## config.mk

```make
export PLATFORM = sky130hd
export DESIGN_NAME = hazard_stall_unit
export DESIGN_NICKNAME = d
export VERILOG_FILES = /design/src/rtl/hazard_stall_unit_pkg.sv /design/src/rtl/hazard_sat_counter.sv /design/src/rtl/hazard_stall_unit.sv
export SDC_FILE = /design/constraint.sdc
export NUM_CORES = 1
export LEC_CHECK = 0
export CORE_ASPECT_RATIO = 1.1
export CORE_UTILIZATION = 47
export DETAILED_ROUTE_END_ITERATION = 10
export GPL_TIMING_DRIVEN = 0
export HOLD_SLACK_MARGIN = 0.12
export PLACE_DENSITY = 0.81
export SLEW_MARGIN = 30
export SYNTH_ARGS = -nofsm -noshare
export SYNTH_HDL_FRONTEND = slang
export SYNTH_SLANG_ARGS = --single-unit
```

## constraint.sdc

```tcl
create_clock -name clk -period 2.2 [get_ports clk]
set_input_delay 0.22 -clock clk [delete_from_list [all_inputs] [get_ports clk]]
set_output_delay 0.22 -clock clk [all_outputs]
set_load 0.1 [all_outputs]
```

## src/rtl/hazard_stall_unit_pkg.sv

```systemverilog
// Shared definitions for the hazard/stall controller: the per-cycle pipeline
// action and the hard-wired zero register.
package hazard_stall_unit_pkg;

    // One action per cycle, listed from lowest to highest priority.
    typedef enum logic [1:0] {
        ACT_RUN    = 2'd0,
        ACT_BUBBLE = 2'd1,
        ACT_FLUSH  = 2'd2,
        ACT_FREEZE = 2'd3
    } action_e;

    // Writes to r0 are discarded, so a load to r0 never creates a dependency.
    localparam int REG_ZERO = 0;

endpackage

```

## src/rtl/hazard_sat_counter.sv

```systemverilog
// Saturating up-counter with a synchronous clear that wins over increment.
module hazard_sat_counter #(
    parameter int CNT_W = 16
) (
    input  logic             clk,
    input  logic             rst_n,
    input  logic             inc,
    input  logic             clr,
    output logic [CNT_W-1:0] count
);

    always_ff @(posedge clk or negedge rst_n) begin
        if (!rst_n) begin
            count <= '0;
        end else if (clr) begin
            count <= '0;
        end else if (inc && (count != '1)) begin
            count <= count + CNT_W'(1);
        end
    end

endmodule

```

## src/rtl/hazard_stall_unit.sv

```systemverilog
// Load-use hazard scoreboard and pipeline enable/flush/freeze controller with
// saturating bubble and freeze counters.
module hazard_stall_unit
    import hazard_stall_unit_pkg::*;
#(
    parameter int REG_W    = 5,
    parameter int NUM_SRC  = 2,
    parameter int LOAD_LAT = 1,
    parameter int CNT_W    = 16
) (
    input  logic                     clk,
    input  logic                     rst_n,
    input  logic                     idex_mem_read,
    input  logic [REG_W-1:0]         idex_rd,
    input  logic [NUM_SRC*REG_W-1:0] ifid_src,
    input  logic [NUM_SRC-1:0]       ifid_src_used,
    input  logic                     dmem_busy,
    input  logic                     branch_flush,
    input  logic                     cnt_clr,
    output logic                     pc_we,
    output logic                     ifid_we,
    output logic                     ifid_flush,
    output logic                     idex_flush,
    output logic                     pipe_freeze,
    output logic                     load_use_stall,
    output logic [CNT_W-1:0]         bubble_cnt,
    output logic [CNT_W-1:0]         freeze_cnt
);

    function automatic logic srcMatch(
        input logic [REG_W-1:0]         rd,
        input logic [NUM_SRC*REG_W-1:0] srcs,
        input logic [NUM_SRC-1:0]       used
    );
        logic hit;
        hit = 1'b0;
        if (rd != REG_W'(REG_ZERO)) begin
            for (int i = 0; i < NUM_SRC; i++) begin
                if (used[i] && (srcs[i*REG_W +: REG_W] == rd)) begin
                    hit = 1'b1;
                end
            end
        end
        return hit;
    endfunction

    logic    hitEx;
    logic    hitSb;
    logic    hazard;
    action_e action;

    // The load currently in EX acts as the unregistered scoreboard head.
    assign hitEx  = idex_mem_read && srcMatch(idex_rd, ifid_src, ifid_src_used);
    assign hazard = hitEx || hitSb;

    if (LOAD_LAT > 1) begin : gSb
        localparam int DEPTH = LOAD_LAT - 1;

        // Element k holds the load that left EX k+1 advancing edges ago.
        logic [DEPTH-1:0] sbValid;
        logic [REG_W-1:0] sbRd [DEPTH];
        logic [DEPTH-1:0] sbHit;

        always_ff @(posedge clk or negedge rst_n) begin
            if (!rst_n) begin
                sbValid <= '0;
            end else if (!pipe_freeze) begin
                sbValid[0] <= idex_mem_read;
                for (int k = 1; k < DEPTH; k++) begin
                    sbValid[k] <= sbValid[k-1];
                end
            end
        end

        // NOTE: rd is only meaningful while its valid bit is set, so the
        // address storage carries no reset and stays a plain shift register.
        always_ff @(posedge clk) begin
            if (!pipe_freeze) begin
                sbRd[0] <= idex_rd;
                for (int k = 1; k < DEPTH; k++) begin
                    sbRd[k] <= sbRd[k-1];
                end
            end
        end

        always_comb begin
            sbHit = '0;
            for (int k = 0; k < DEPTH; k++) begin
                sbHit[k] = sbValid[k] && srcMatch(sbRd[k], ifid_src, ifid_src_used);
            end
        end

        assign hitSb = |sbHit;
    end else begin : gNoSb
        assign hitSb = 1'b0;
    end

    // A stalled memory freezes everything; a taken branch kills the ID
    // instruction, so its hazard is irrelevant.
    always_comb begin
        action = ACT_RUN;
        if (dmem_busy) begin
            action = ACT_FREEZE;
        end else if (branch_flush) begin
            action = ACT_FLUSH;
        end else if (hazard) begin
            action = ACT_BUBBLE;
        end
    end

    // NOTE: every output gets a default before the case so no latch can form.
    always_comb begin
        pc_we          = 1'b1;
        ifid_we        = 1'b1;
        ifid_flush     = 1'b0;
        idex_flush     = 1'b0;
        pipe_freeze    = 1'b0;
        load_use_stall = 1'b0;
        if (!rst_n) begin
            pc_we      = 1'b0;
            ifid_we    = 1'b0;
            ifid_flush = 1'b1;
            idex_flush = 1'b1;
        end else begin
            unique case (action)
                ACT_FREEZE: begin
                    pc_we       = 1'b0;
                    ifid_we     = 1'b0;
                    pipe_freeze = 1'b1;
                end
                ACT_FLUSH: begin
                    ifid_flush = 1'b1;
                    idex_flush = 1'b1;
                end
                ACT_BUBBLE: begin
                    pc_we          = 1'b0;
                    ifid_we        = 1'b0;
                    idex_flush     = 1'b1;
                    load_use_stall = 1'b1;
                end
                ACT_RUN: begin
                    pc_we   = 1'b1;
                    ifid_we = 1'b1;
                end
            endcase
        end
    end

    hazard_sat_counter #(
        .CNT_W(CNT_W)
    ) uBubbleCnt (
        .clk  (clk),
        .rst_n(rst_n),
        .inc  (load_use_stall),
        .clr  (cnt_clr),
        .count(bubble_cnt)
    );

    hazard_sat_counter #(
        .CNT_W(CNT_W)
    ) uFreezeCnt (
        .clk  (clk),
        .rst_n(rst_n),
        .inc  (pipe_freeze),
        .clr  (cnt_clr),
        .count(freeze_cnt)
    );

endmodule

```

---- Word-level counts from Yosys, hierarchy flattened ----
Index checks and enable logic that the tools add are counted.
cells by class
  multiplexer cells ....................... 20
  reductions and logical operators ........ 10
  add/sub/neg operators ................... 2
  eq/ne operators ......................... 7
operators with widths
  operator                                                               count
  16-bit 2-to-1 mux                                                      4
  16-bit by 1-bit adder with 16-bit output, second input constant        2
  16-bit inequality test, second input constant                          2
  1-bit 2-to-1 mux                                                       14
  5-bit equality test                                                    2
  1-bit logical AND                                                      5
  5-bit nonzero test                                                     1
  2-bit equality test, second input constant                             2
  2-bit 2-to-1 mux                                                       2
  2-bit nonzero test                                                     2
  2-bit OR reduction                                                     2
  2-bit by 1-bit equality test with 1-bit output, second input constant  1
storage, ports and cells
  register bits ........................... 32
  input port bits ......................... 23
  output and inout port bits .............. 38
  word-level logic and storage cells ...... 41

---- Logic depth before layout (Yosys ltp) ----
Gate-level depths: netlist (run 1).
  word-level depth ........................ 15
  mapped depth ............................ 7
  mapped depth without buffers ............ 6

---- By module ----
From an unflattened synthesis (run 1), not the netlist that was laid out.
unflattened totals
  cell total of the unflattened synthesis .. 228
  area total of the unflattened synthesis .. 2120.8 um^2
by module, submodules not included
  module              instances  seq. area each (um^2)  cells each  area an instance (um^2)
  hazard_sat_counter  2          400.4                  98          942.2
  hazard_stall_unit   1          0.0                    32          236.5

---- Worst setup path after synthesis (run 1) ----
Ideal clock, no wire load.
  path type ............................... input to output
  start ................................... in idex_rd[3]
  end ..................................... out idex_flush
  data arrival time ....................... 2.692 ns
  stages .................................. 6
  slack ................................... -0.712 ns
  cell sequence ........................... xor2_1 nor4_1 a32oi_1 clkbuf_1 nand2b_1 a31oi_1
between the ends
  word-level cells in the longest chain between the ends .. 13
RTL lines
  what                                                                                   RTL line                  source
  from (decl)                                                                            hazard_stall_unit.sv:14   input logic [REG_W-1:0] idex_rd,
  5-bit equality test                                                                    hazard_stall_unit.sv:39   if (used[i] && (srcs[i*REG_W +: REG_W] == rd)) begin
  1-bit logical AND                                                                      hazard_stall_unit.sv:39
  1-bit 2-to-1 mux (2 in series)                                                         hazard_stall_unit.sv:39
  1-bit 2-to-1 mux *                                                                     hazard_stall_unit.sv:37   if (rd != REG_W'(REG_ZERO)) begin
  1-bit logical AND *                                                                    hazard_stall_unit.sv:53   assign hitEx = idex_mem_read && srcMatch(idex_rd, ifid_src, ifid_src_used);
  1-bit 2-to-1 mux *                                                                     hazard_stall_unit.sv:106  end else if (hazard) begin
  2-bit 2-to-1 mux *                                                                     hazard_stall_unit.sv:104  end else if (branch_flush) begin
  2-bit 2-to-1 mux *                                                                     hazard_stall_unit.sv:102  if (dmem_busy) begin
  2-bit by 1-bit equality test with 1-bit output or 2-bit equality test (tied branches)  hazard_stall_unit.sv:125  unique case (action)
  2-bit OR reduction (no line) *                                                         --
  1-bit 2-to-1 mux *                                                                     hazard_stall_unit.sv:125
  1-bit 2-to-1 mux *                                                                     hazard_stall_unit.sv:119  if (!rst_n) begin
  to (decl)                                                                              hazard_stall_unit.sv:23   output logic idex_flush,
Mark *: on every way between the ends. The rest lies on a longest branch, timed or not.

---- Worst setup path after layout (run 1) ----
  start ................................... in ifid_src[7]
  end ..................................... out pc_we
between the ends
  word-level cells in the longest chain between the ends .. 12
RTL lines
  what                                                                                   RTL line                  source
  from (decl)                                                                            hazard_stall_unit.sv:15   input logic [NUM_SRC*REG_W-1:0] ifid_src,
  5-bit equality test *                                                                  hazard_stall_unit.sv:39
  1-bit logical AND *                                                                    hazard_stall_unit.sv:39
  1-bit 2-to-1 mux *                                                                     hazard_stall_unit.sv:39
  1-bit 2-to-1 mux *                                                                     hazard_stall_unit.sv:37
  1-bit logical AND *                                                                    hazard_stall_unit.sv:53
  1-bit 2-to-1 mux *                                                                     hazard_stall_unit.sv:106
  2-bit 2-to-1 mux *                                                                     hazard_stall_unit.sv:104
  2-bit 2-to-1 mux *                                                                     hazard_stall_unit.sv:102
  2-bit by 1-bit equality test with 1-bit output or 2-bit equality test (tied branches)  hazard_stall_unit.sv:125
  2-bit OR reduction (no line) *                                                         --
  1-bit 2-to-1 mux *                                                                     hazard_stall_unit.sv:125
  1-bit 2-to-1 mux *                                                                     hazard_stall_unit.sv:119
  to (decl)                                                                              hazard_stall_unit.sv:20   output logic pc_we,
Marked as above.

==> metrics, run 1 <==
outcome completed; Post-synth EDFFs 0; final hold slack 0.127 ns; max cap viols 0; clock transition at the registers of the reported paths 0.07 ns; Clock Tree Root clkbuf_8; Layout Nets 322; max-slew violations 0; Core Region 3990 sq um; Largest stage delay, worst path 0.41 ns; IO Count 61; layout cells sized above 1 0.221; Layout Skew 0.00618 ns; PortBufs 59; drt pass-1 iters 4; via count 2072; Syn Nets 248; antenna-violating nets left 0; startpoint types input port; GRT Util Overall 0.268; initial core utilization 0.491; placed cell area 2680 sq um; first-pass GRT wire length 9210 microns; Synth cell types 36; FFs w/ async S/R, synth 1.00; Worst Hold Class in2async; WP data arrival 1.95 ns; aggregate negative setup slack 0 ns; slowest stage cell, crit path clkdlybuf4s50_1; Final setup viols 0; Synth Area per Inst 8.79 sq um; crit path kind in2out; dpl hpwl 3890 microns; Synth Flop Type dfrtp_1; DR iter-0 viols 166; worst skew pair latency 0.29 ns; post-route insts no fill 350; initial antenna violation count 0; CP Max Fanout 3; final instance area 2960 sq um; Routability Congestion 0.904; worst vdd ir 0.000298 V; worst slew pin tran 0.976 ns; Filler cells 278; delay-heaviest family, CP buffers and inverters; Yosys warning count 0; max frequency 460 MHz; final hold vios 0; Slew HR 0.347; Die Wd 63.6 microns; WL per Instance 15.9 microns; Post-Synthesis Cells 223; final period utilization 0.988; register area share after synthesis 0.408; Layout Utilization 0.741; worst path buffer plus inverter count 4; TritonCTS Buffers 5; vias in the first global route 1981; die area 4430 sq um; die height 69.7 microns; Rows 24; WP data required 1.98 ns; clock sinks 32; Vias/cell 5.92; antenna cell count 0; largest net degree at the start of global routing 23; min cycle time layout 2.17 ns; Seq cells post-synth 32; synthesis-to-layout area growth 50.9%; endpoint class of the critical path output pin; crit-path cells clkdlybuf4s50_1 -> xnor2_1 -> and2_1 -> a32oi_1 -> buf_4 -> nand2b_4 -> and2_4 -> buf_6 -> buf_12; Routed WL 5560 microns; post-synth design cell area 1960 sq um; clk buf depth 2; P_leak 1.11 nW; DRC 0; Pwr Density 470 nW/um^2; htree depth 2; global route overflow 0; CTS tree built; Post-Place Cells 335
## cells by family after synthesis
| family | Yosys count | share of synthesized area |
|---|---|---|
| compound gates | 37 | 0.110 |
| simple gates | 113 | 0.324 |
| fa+ha+maj | 2 | 0.0128 |
| flops | 32 | 0.408 |
| buf+inv | 14 | 0.0294 |
| mux | 3 | 0.0172 |
| xor+xnor | 22 | 0.0983 |
## cell usage in the layout (no fill, tap or decap), types with 7 or more instances in the layout
cell,count
a21oi_1,16
clkdlybuf4s50_1,40
dfrtp_2,27
dlygate4sd2_1,10
nand2_1,7
nand3_1,10
nand4_1,18
nor2_1,25
or3_1,8
xnor2_1,8
xor2_1,14
## synth_stat cells, types with 6 or more instances
cell,number,share of area
nor3_1,6,0.015
or4_1,6,0.023
o31ai_1,6,0.023
nand2_1,8,0.015
a21oi_1,16,0.041
nand3_1,11,0.028
nor2_1,26,0.050
dfrtp_1,32,0.41
nand4_1,18,0.057
o21ai_0,6,0.015
nor4_1,6,0.019
xor2_1,14,0.063
clkbuf_1,8,0.015
or3_1,8,0.026
xnor2_1,8,0.036
## metal layers
metal / track usage / wire, microns / vias to the layer above
met5: 0 / 0 / -
met4: 0.139 / 166 / 0
met3: 0.0477 / 325 / 19
met2: 0.462 / 2880 / 95
met1: 0.314 / 2190 / 987
li1: - / - / 971
## cell type report
| class | instances | area, sq um | area share |
|---|---|---|---|
| clock inverters | 3 | 42.5 | 0.0144 |
| clock buffers | 5 | 68.8 | 0.0233 |
| repair buffers | 67 | 687 | 0.232 |
| inverters | 4 | 15.0 | 0.00507 |
| well taps | 52 | 65.1 | 0.0220 |
| plain buffers | 10 | 67.6 | 0.0228 |
| flip-flops and latches | 32 | 842 | 0.285 |
| multi-input cells | 177 | 1170 | 0.396 |
## report_power, final
group | total [mW] | internal [mW] | switching, mW | leakage [nW]
registers | 0.594 | 0.590 | 0.00313 | 0.397
logic | 0.223 | 0.0836 | 0.140 | 0.661
clock network | 0.573 | 0.335 | 0.238 | 0.0541
total | 1.39 | 1.01 | 0.381 | 1.11
## state kept, by name, indices dropped and copies added, names as in the netlist
| signal | count |
|---|---|
| uFreezeCnt.count | 16 |
| uBubbleCnt.count | 16 |
## final timing paths
| kind | start | endpoint | slack, ns | cells after the start |
|---|---|---|---|---|
| worst max-delay path | ifid_src[7] | pc_we | 0.03 | 9 |
| worst min-delay path | rst_n | uBubbleCnt.count[11] | 0.13 | 3 |
| worst max register to register | uBubbleCnt.count[0] | uBubbleCnt.count[10] | 0.12 | 7 |
| worst min register to register | uFreezeCnt.count[4] | uFreezeCnt.count[4] | 0.57 | 2 |
| max in group asynchronous | rst_n | uBubbleCnt.count[1] | 1.41 | 2 |
| min in group clk | cnt_clr | uBubbleCnt.count[5] | 0.37 | 3 |
## stage by stage
step,total power [mW],setup slack [ns]
floorplan,0.717,-0.185
global placement,0.802,-1.83
detailed placement,0.807,-1.32
CTS,1.39,0.00664
global route,1.43,-0.00787
finish,1.39,0.0267
## worst min-delay path, stage by stage
cell and delay [ns]:
buf_2 0.11, buf_12 0.12, buf_2 0.41
## repair_timing
action | 4_1_cts | 5_1_grt
hold buffers | 2 | 0
buffers inserted | 1 | 4
endpoints found under the hold margin | 32 | 0
pin swaps | 4 | 4
resized for setup | 56 | 17
setup endpoints to repair | 10 | 14
No activity file was read; power rests on OpenSTA's default activity.
==> inputs of run 2 (changes only) <==
Settings changed: CORE_ASPECT_RATIO 1.1 to 0.8, SLEW_MARGIN 30 to not set.
==> run 2 against run 1 <==
Against the previous run: the run now ends with setup timing left; critical path depth stayed put; clock-buffer cell count is 2 higher; utilization is 2.5 points higher; design area is 1.0% higher; global-route usage is 2.7 points higher; first-iteration DRC count is 2.4% higher; clock skew is 0.0044 ns higher; total power is 5.0% higher; flip-flop and latch count stayed put; largest cell class unchanged; largest power group is now clock.
==> metrics, run 2 (synthesis results as in run 1) <==
outcome finished with violations (was completed); failing checks setup timing; htree depth 2 (unchanged); clock sinks 32 (unchanged); aggregate negative setup slack -0.0726 ns (was 0 ns); sequential cell area 842 sq um (unchanged); worst skew pair latency 0.30 ns (was 0.29 ns); biggest regs uBubbleCnt.count: 16 flops, uFreezeCnt.count: 16 flops (unchanged); PortBufs 59 (unchanged); max frequency 449 MHz (was 460 MHz); antenna cell count 0 (unchanged); drt pass-1 iters 7 (was 4); placed cell area 2670 sq um (was 2680 sq um); Die Wd 74.2 microns (was 63.6 microns); Layout Skew 0.0105 ns (was 0.00618 ns); Routed WL 6460 microns (was 5560 microns); CP Max Fanout 3 (unchanged); DRC 0 (unchanged); Final setup viols 3 (was 0); TritonCTS Buffers 5 (unchanged); final hold vios 0 (unchanged); initial antenna violation count 0 (unchanged); initial core utilization 0.502 (was 0.491); Layout Nets 320 (was 322); worst slew pin tran 1.00 ns (was 0.976 ns); Post-Place Cells 337 (was 335); Routability Congestion 0.947 (was 0.904); Filler cells 282 (was 278); final instance area 2990 sq um (was 2960 sq um); WP data required 1.98 ns (about the same); leading cell type in the layout, fill and taps excluded clkdlybuf4s50_1 (unchanged); via count 2131 (was 2072); clk buf depth 2 (unchanged); crit path kind in2out (unchanged); die area 4440 sq um (was 4430 sq um); clock transition at the registers of the reported paths 0.07 ns (about the same); Core Region 3900 sq um (was 3990 sq um); WP data arrival 2.01 ns (was 1.95 ns); layout cells sized above 1 0.216 (was 0.221); min cycle time layout 2.23 ns (was 2.17 ns); max-slew violations 0 (unchanged); Pwr Density 488 nW/um^2 (was 470 nW/um^2); Vias/cell 6.07 (was 5.92); Layout Utilization 0.766 (was 0.741); Worst Hold Class in2reg (was in2async); first-pass GRT wire length 9600 microns (was 9210 microns); WL per Instance 18.4 microns (was 15.9 microns); post-route insts no fill 351 (was 350); antenna-violating nets left 0 (unchanged); area of the multi-input gates 1170 sq um (about the same); final hold slack 0.389 ns (was 0.127 ns); max cap viols 0 (unchanged); global route overflow 0 (unchanged); dpl hpwl 3900 microns (was 3890 microns); endpoint class of the critical path output pin (unchanged); Clock Tree Root clkbuf_8 (unchanged); worst vdd ir 0.000463 V (was 0.000298 V); final period utilization 1.01 (was 0.988); DR iter-0 viols 170 (was 166); CTS tree built (unchanged); vias in the first global route 1996 (was 1981); startpoint types input port (unchanged); largest net degree at the start of global routing 33 (was 23); dpl ws -1.29 ns (was -1.32 ns); Worst Setup Slack, final -0.0290 ns (was 0.0267 ns); IO Count 61 (unchanged); P_leak 1.15 nW (was 1.11 nW); Rows 20 (was 24); most frequent cells in the layout clkdlybuf4s50_1 (39), dfrtp_2 (27), nor2_1 (25), nand4_1 (18), a21oi_1 (15) (was clkdlybuf4s50_1 (40), dfrtp_2 (27), nor2_1 (25), nand4_1 (18), a21oi_1 (16)); Final Total Pwr 1.46 mW (was 1.39 mW); GRT Util Overall 0.295 (was 0.268); synthesis-to-layout area growth 52.5% (was 50.9%); die height 59.8 microns (was 69.7 microns); Slew HR 0.328 (was 0.347)
run 2: cell count changes in the layout (fill, tap and decap cells not counted), sizes merged, moves of 2 or more:
| cell | delta |
|---|---|
| buf | -2 |
| clkdlybuf4s15 | +2 |
| dlymetal6s2s | +4 |
| dlygate4sd2 | -4 |
run 2: path summary, 6_finish.rpt:
kind	cells after the start	end	startpoint	slack (ns)
max in group asynchronous	3	uBubbleCnt.count[0]	rst_n	1.47
setup / recovery	9	ifid_we	idex_rd[0]	-0.03
hold / removal	3	uBubbleCnt.count[5]	cnt_clr	0.39
min in group asynchronous	3	uFreezeCnt.count[7]	rst_n	0.53
setup reg to reg	7	uBubbleCnt.count[7]	uBubbleCnt.count[0]	0.10
hold reg to reg	2	uFreezeCnt.count[5]	uFreezeCnt.count[5]	0.58
run 2: critical path, stage by stage:
cell and delay (ns):
dlygate4sd2_1 0.27, xor2_1 0.17, nor4_1 0.38, a32oi_2 0.20, buf_4 0.18, nand2b_4 0.16, and2_4 0.16, buf_12 0.12
buf_12 0.15
run 2: cell type report:
class	instances	share of cell area
inverters	4	0.00502
flip-flops and latches	32	0.282
clock inverters	1	0.0100
multi-input cells	177	0.390
well taps	55	0.0230
plain buffers	10	0.0226
clock buffers	7	0.0322
repair buffers	65	0.235
run 2: per-layer routing:
| layer | share of wire | GRT usage | routed length [microns] | up-vias |
|---|---|---|---|---|
| met4 | 0.016 | 0.113 | 102 | 0 |
| met2 | 0.48 | 0.466 | 3110 | 104 |
| met3 | 0.086 | 0.0641 | 554 | 14 |
| met1 | 0.42 | 0.399 | 2690 | 1037 |
| met5 | 0 | 0 | 0 | - |
| li1 | - | - | - | 976 |
run 2: repair_timing:
action | in CTS | in global routing
gates cloned | 0 | 0
setup buffers | 3 | 1
endpoints found under the hold margin | 32 | 0
pin swaps | 2 | 3
setup endpoints to repair | 12 | 14
hold buffers | 2 | 0
resized for setup | 53 | 22
run 2: where the power goes:
part	internal [mW]	leakage (nW)	switching, mW
clock	0.400	0.0645	0.237
combinational	0.0867	0.687	0.143
sequential	0.590	0.397	0.00308
==> inputs of run 3 (changes only) <==
Settings changed: ABC_CLOCK_PERIOD_IN_PS set to 2000, CORE_UTILIZATION 47 to 42, PLACE_DENSITY 0.81 to 0.76.
Clock period 2.2 ns to 2 ns, I/O delays scaled along.
==> run 3 against run 2 <==
Against the previous run: the run still ends with setup timing left; worst hold slack lost 0.030 ns; utilization decreased by 7.1 points; sequential power increased by 9.9%; clock-buffer cell count is 1 lower; total power shrank 1.2%; clock skew shrank 0.0039 ns; global-route usage is 5.4 points lower; first-iteration DRC count is 3.5% higher; die area increased by 12%; cell count increased by 2.0%; combinational power grew 14%; critical path depth fell by 2; critical endpoint is now uBubbleCnt.count[7]; largest cell class unchanged; largest power group is now registers.
==> metrics, run 3 (synthesis results as in run 1) <==
largest net degree at the start of global routing 39 (was 33); WP data required 2.22 ns (was 1.98 ns); Core Region 4340 sq um (was 3900 sq um); Pwr Density 479 nW/um^2 (was 488 nW/um^2); worst slew pin tran 0.968 ns (was 1.00 ns); Rows 21 (was 20); aggregate negative setup slack -0.00281 ns (was -0.0726 ns); clock sinks 32 (unchanged); Layout Utilization 0.695 (was 0.766); Final setup viols 1 (was 3); post-route insts no fill 358 (was 351); WP data arrival 2.22 ns (was 2.01 ns); min cycle time layout 2.00 ns; antenna cell count 0 (unchanged); endpoint class of the critical path register (was output pin); htree depth 2 (unchanged); Slew HR 0.357 (was 0.328); Worst Hold Class in2reg (unchanged); clock transition at the registers of the reported paths 0.07 ns (about the same); crit path kind reg2reg (was in2out); worst vdd ir 0.000398 V (was 0.000463 V); max cap viols 0 (unchanged); die area 4950 sq um (was 4440 sq um); GRT Util Overall 0.242 (was 0.295); layout cells sized above 1 0.296 (was 0.216); startpoint types register (was input port); CTS tree built (unchanged); dpl ws -1.58 ns (was -1.29 ns); sequential cell area 846 sq um (was 842 sq um); antenna-violating nets left 0 (unchanged); TritonCTS Buffers 5 (unchanged); biggest regs uBubbleCnt.count: 16 flops, uFreezeCnt.count: 16 flops (unchanged); die height 63.1 microns (was 59.8 microns); Filler cells 352 (was 282); WL per Instance 17.3 microns (was 18.4 microns); first-pass GRT wire length 9230 microns (was 9600 microns); failing checks setup timing (unchanged); via count 2142 (was 2131); DRC 0 (unchanged); worst skew pair latency 0.29 ns (was 0.30 ns); Layout Skew 0.00668 ns (was 0.0105 ns); vias in the first global route 1855 (was 1996); Routed WL 6200 microns (was 6460 microns); P_leak 1.28 nW (was 1.15 nW); Worst Setup Slack, final -0.00281 ns (was -0.0290 ns); area of the multi-input gates 1260 sq um (was 1170 sq um); Layout Nets 325 (was 320); clk buf depth 2 (unchanged); Die Wd 78.4 microns (was 74.2 microns); CP Max Fanout 5 (was 3); DR iter-0 viols 176 (was 170); PortBufs 59 (unchanged); leading cell type in the layout, fill and taps excluded dlygate4sd2_1 (was clkdlybuf4s50_1); outcome finished with violations (unchanged); dpl hpwl 3980 microns (was 3900 microns); final hold vios 0 (unchanged); global route overflow 0 (unchanged); Clock Tree Root clkbuf_8 (unchanged); Final Total Pwr 1.44 mW (was 1.46 mW); initial antenna violation count 0 (unchanged); max frequency 499 MHz; Vias/cell 5.98 (was 6.07); IO Count 61 (unchanged); max-slew violations 0 (unchanged); Post-Place Cells 339 (was 337); RSZ-0062 raised after global routing true; R2R setup slack -0.003 ns (was 0.10 ns); initial core utilization 0.452 (was 0.502); final period utilization 1.00; synthesis-to-layout area growth 53.6% (was 52.5%); Routability Congestion 0.892 (was 0.947); most frequent cells in the layout dlygate4sd2_1 (41), dfrtp_2 (30), nor2_1 (25), nand4_1 (18), xor2_1 (14) (was clkdlybuf4s50_1 (39), dfrtp_2 (27), nor2_1 (25), nand4_1 (18), a21oi_1 (15)); drt pass-1 iters 4 (was 7)
[run 3: area by class of cell]
| class | count | area share |
|---|---|---|
| multi-input cells | 177 | 0.418 |
| flip-flops and latches | 32 | 0.281 |
| repair buffers | 71 | 0.221 |
| clock buffers | 6 | 0.0274 |
| well taps | 57 | 0.0237 |
| plain buffers | 9 | 0.0216 |
| inverters | 4 | 0.00499 |
| clock inverters | 2 | 0.00332 |
[run 3: per-layer routing]
layer	wire, microns	track usage
met1	2700	0.337
met2	2870	0.364
met3	518	0.0580
met4	106	0.0880
met5	0	0
[run 3: repair_timing]
item | in CTS | in global routing
pin swaps | 5 | 8
cloned | 0 | 1
hold endpoints to repair | 32 | 32
gates resized for setup | 109 | 21
endpoints found under the setup margin | 49 | 9
setup buffers | 2 | 7
[run 3: final timing paths]
kind | startpoint | end | cells after the start
min in group asynchronous | rst_n | uBubbleCnt.count[10] | 3
worst min register to register | uFreezeCnt.count[6] | uFreezeCnt.count[6] | 2
max in group asynchronous | rst_n | uBubbleCnt.count[1] | 3
worst max register to register | uBubbleCnt.count[0] | uBubbleCnt.count[7] | 7
worst max-delay path | uBubbleCnt.count[0] | uBubbleCnt.count[7] | 7
worst min-delay path | cnt_clr | uBubbleCnt.count[2] | 3
[run 3: critical path: stages (launching register included)]
cell and delay [ns]:
dfrtp_4 0.51, ha_4 0.18, and3_4 0.17, nand4_1 0.19, nand2_2 0.15, buf_8 0.18, or4_4 0.42, a21oi_2 0.14
[run 3: power breakdown]
part | total [mW] | switching [mW] | internal [mW]
Clock | 0.527 | 0.252 | 0.274
Combinational | 0.263 | 0.166 | 0.0967
Sequential | 0.653 | 0.00347 | 0.650
[run 3: stage by stage]
stage | hold slack [ns] | instance area (sq um)
finish | 0.359 | 3010
global route | 0.400 | 3010
CTS | -0.121 | 2870
detailed placement | 0.335 | 2730
global placement | 0.551 | 2730
floorplan | -0.0956 | 2070
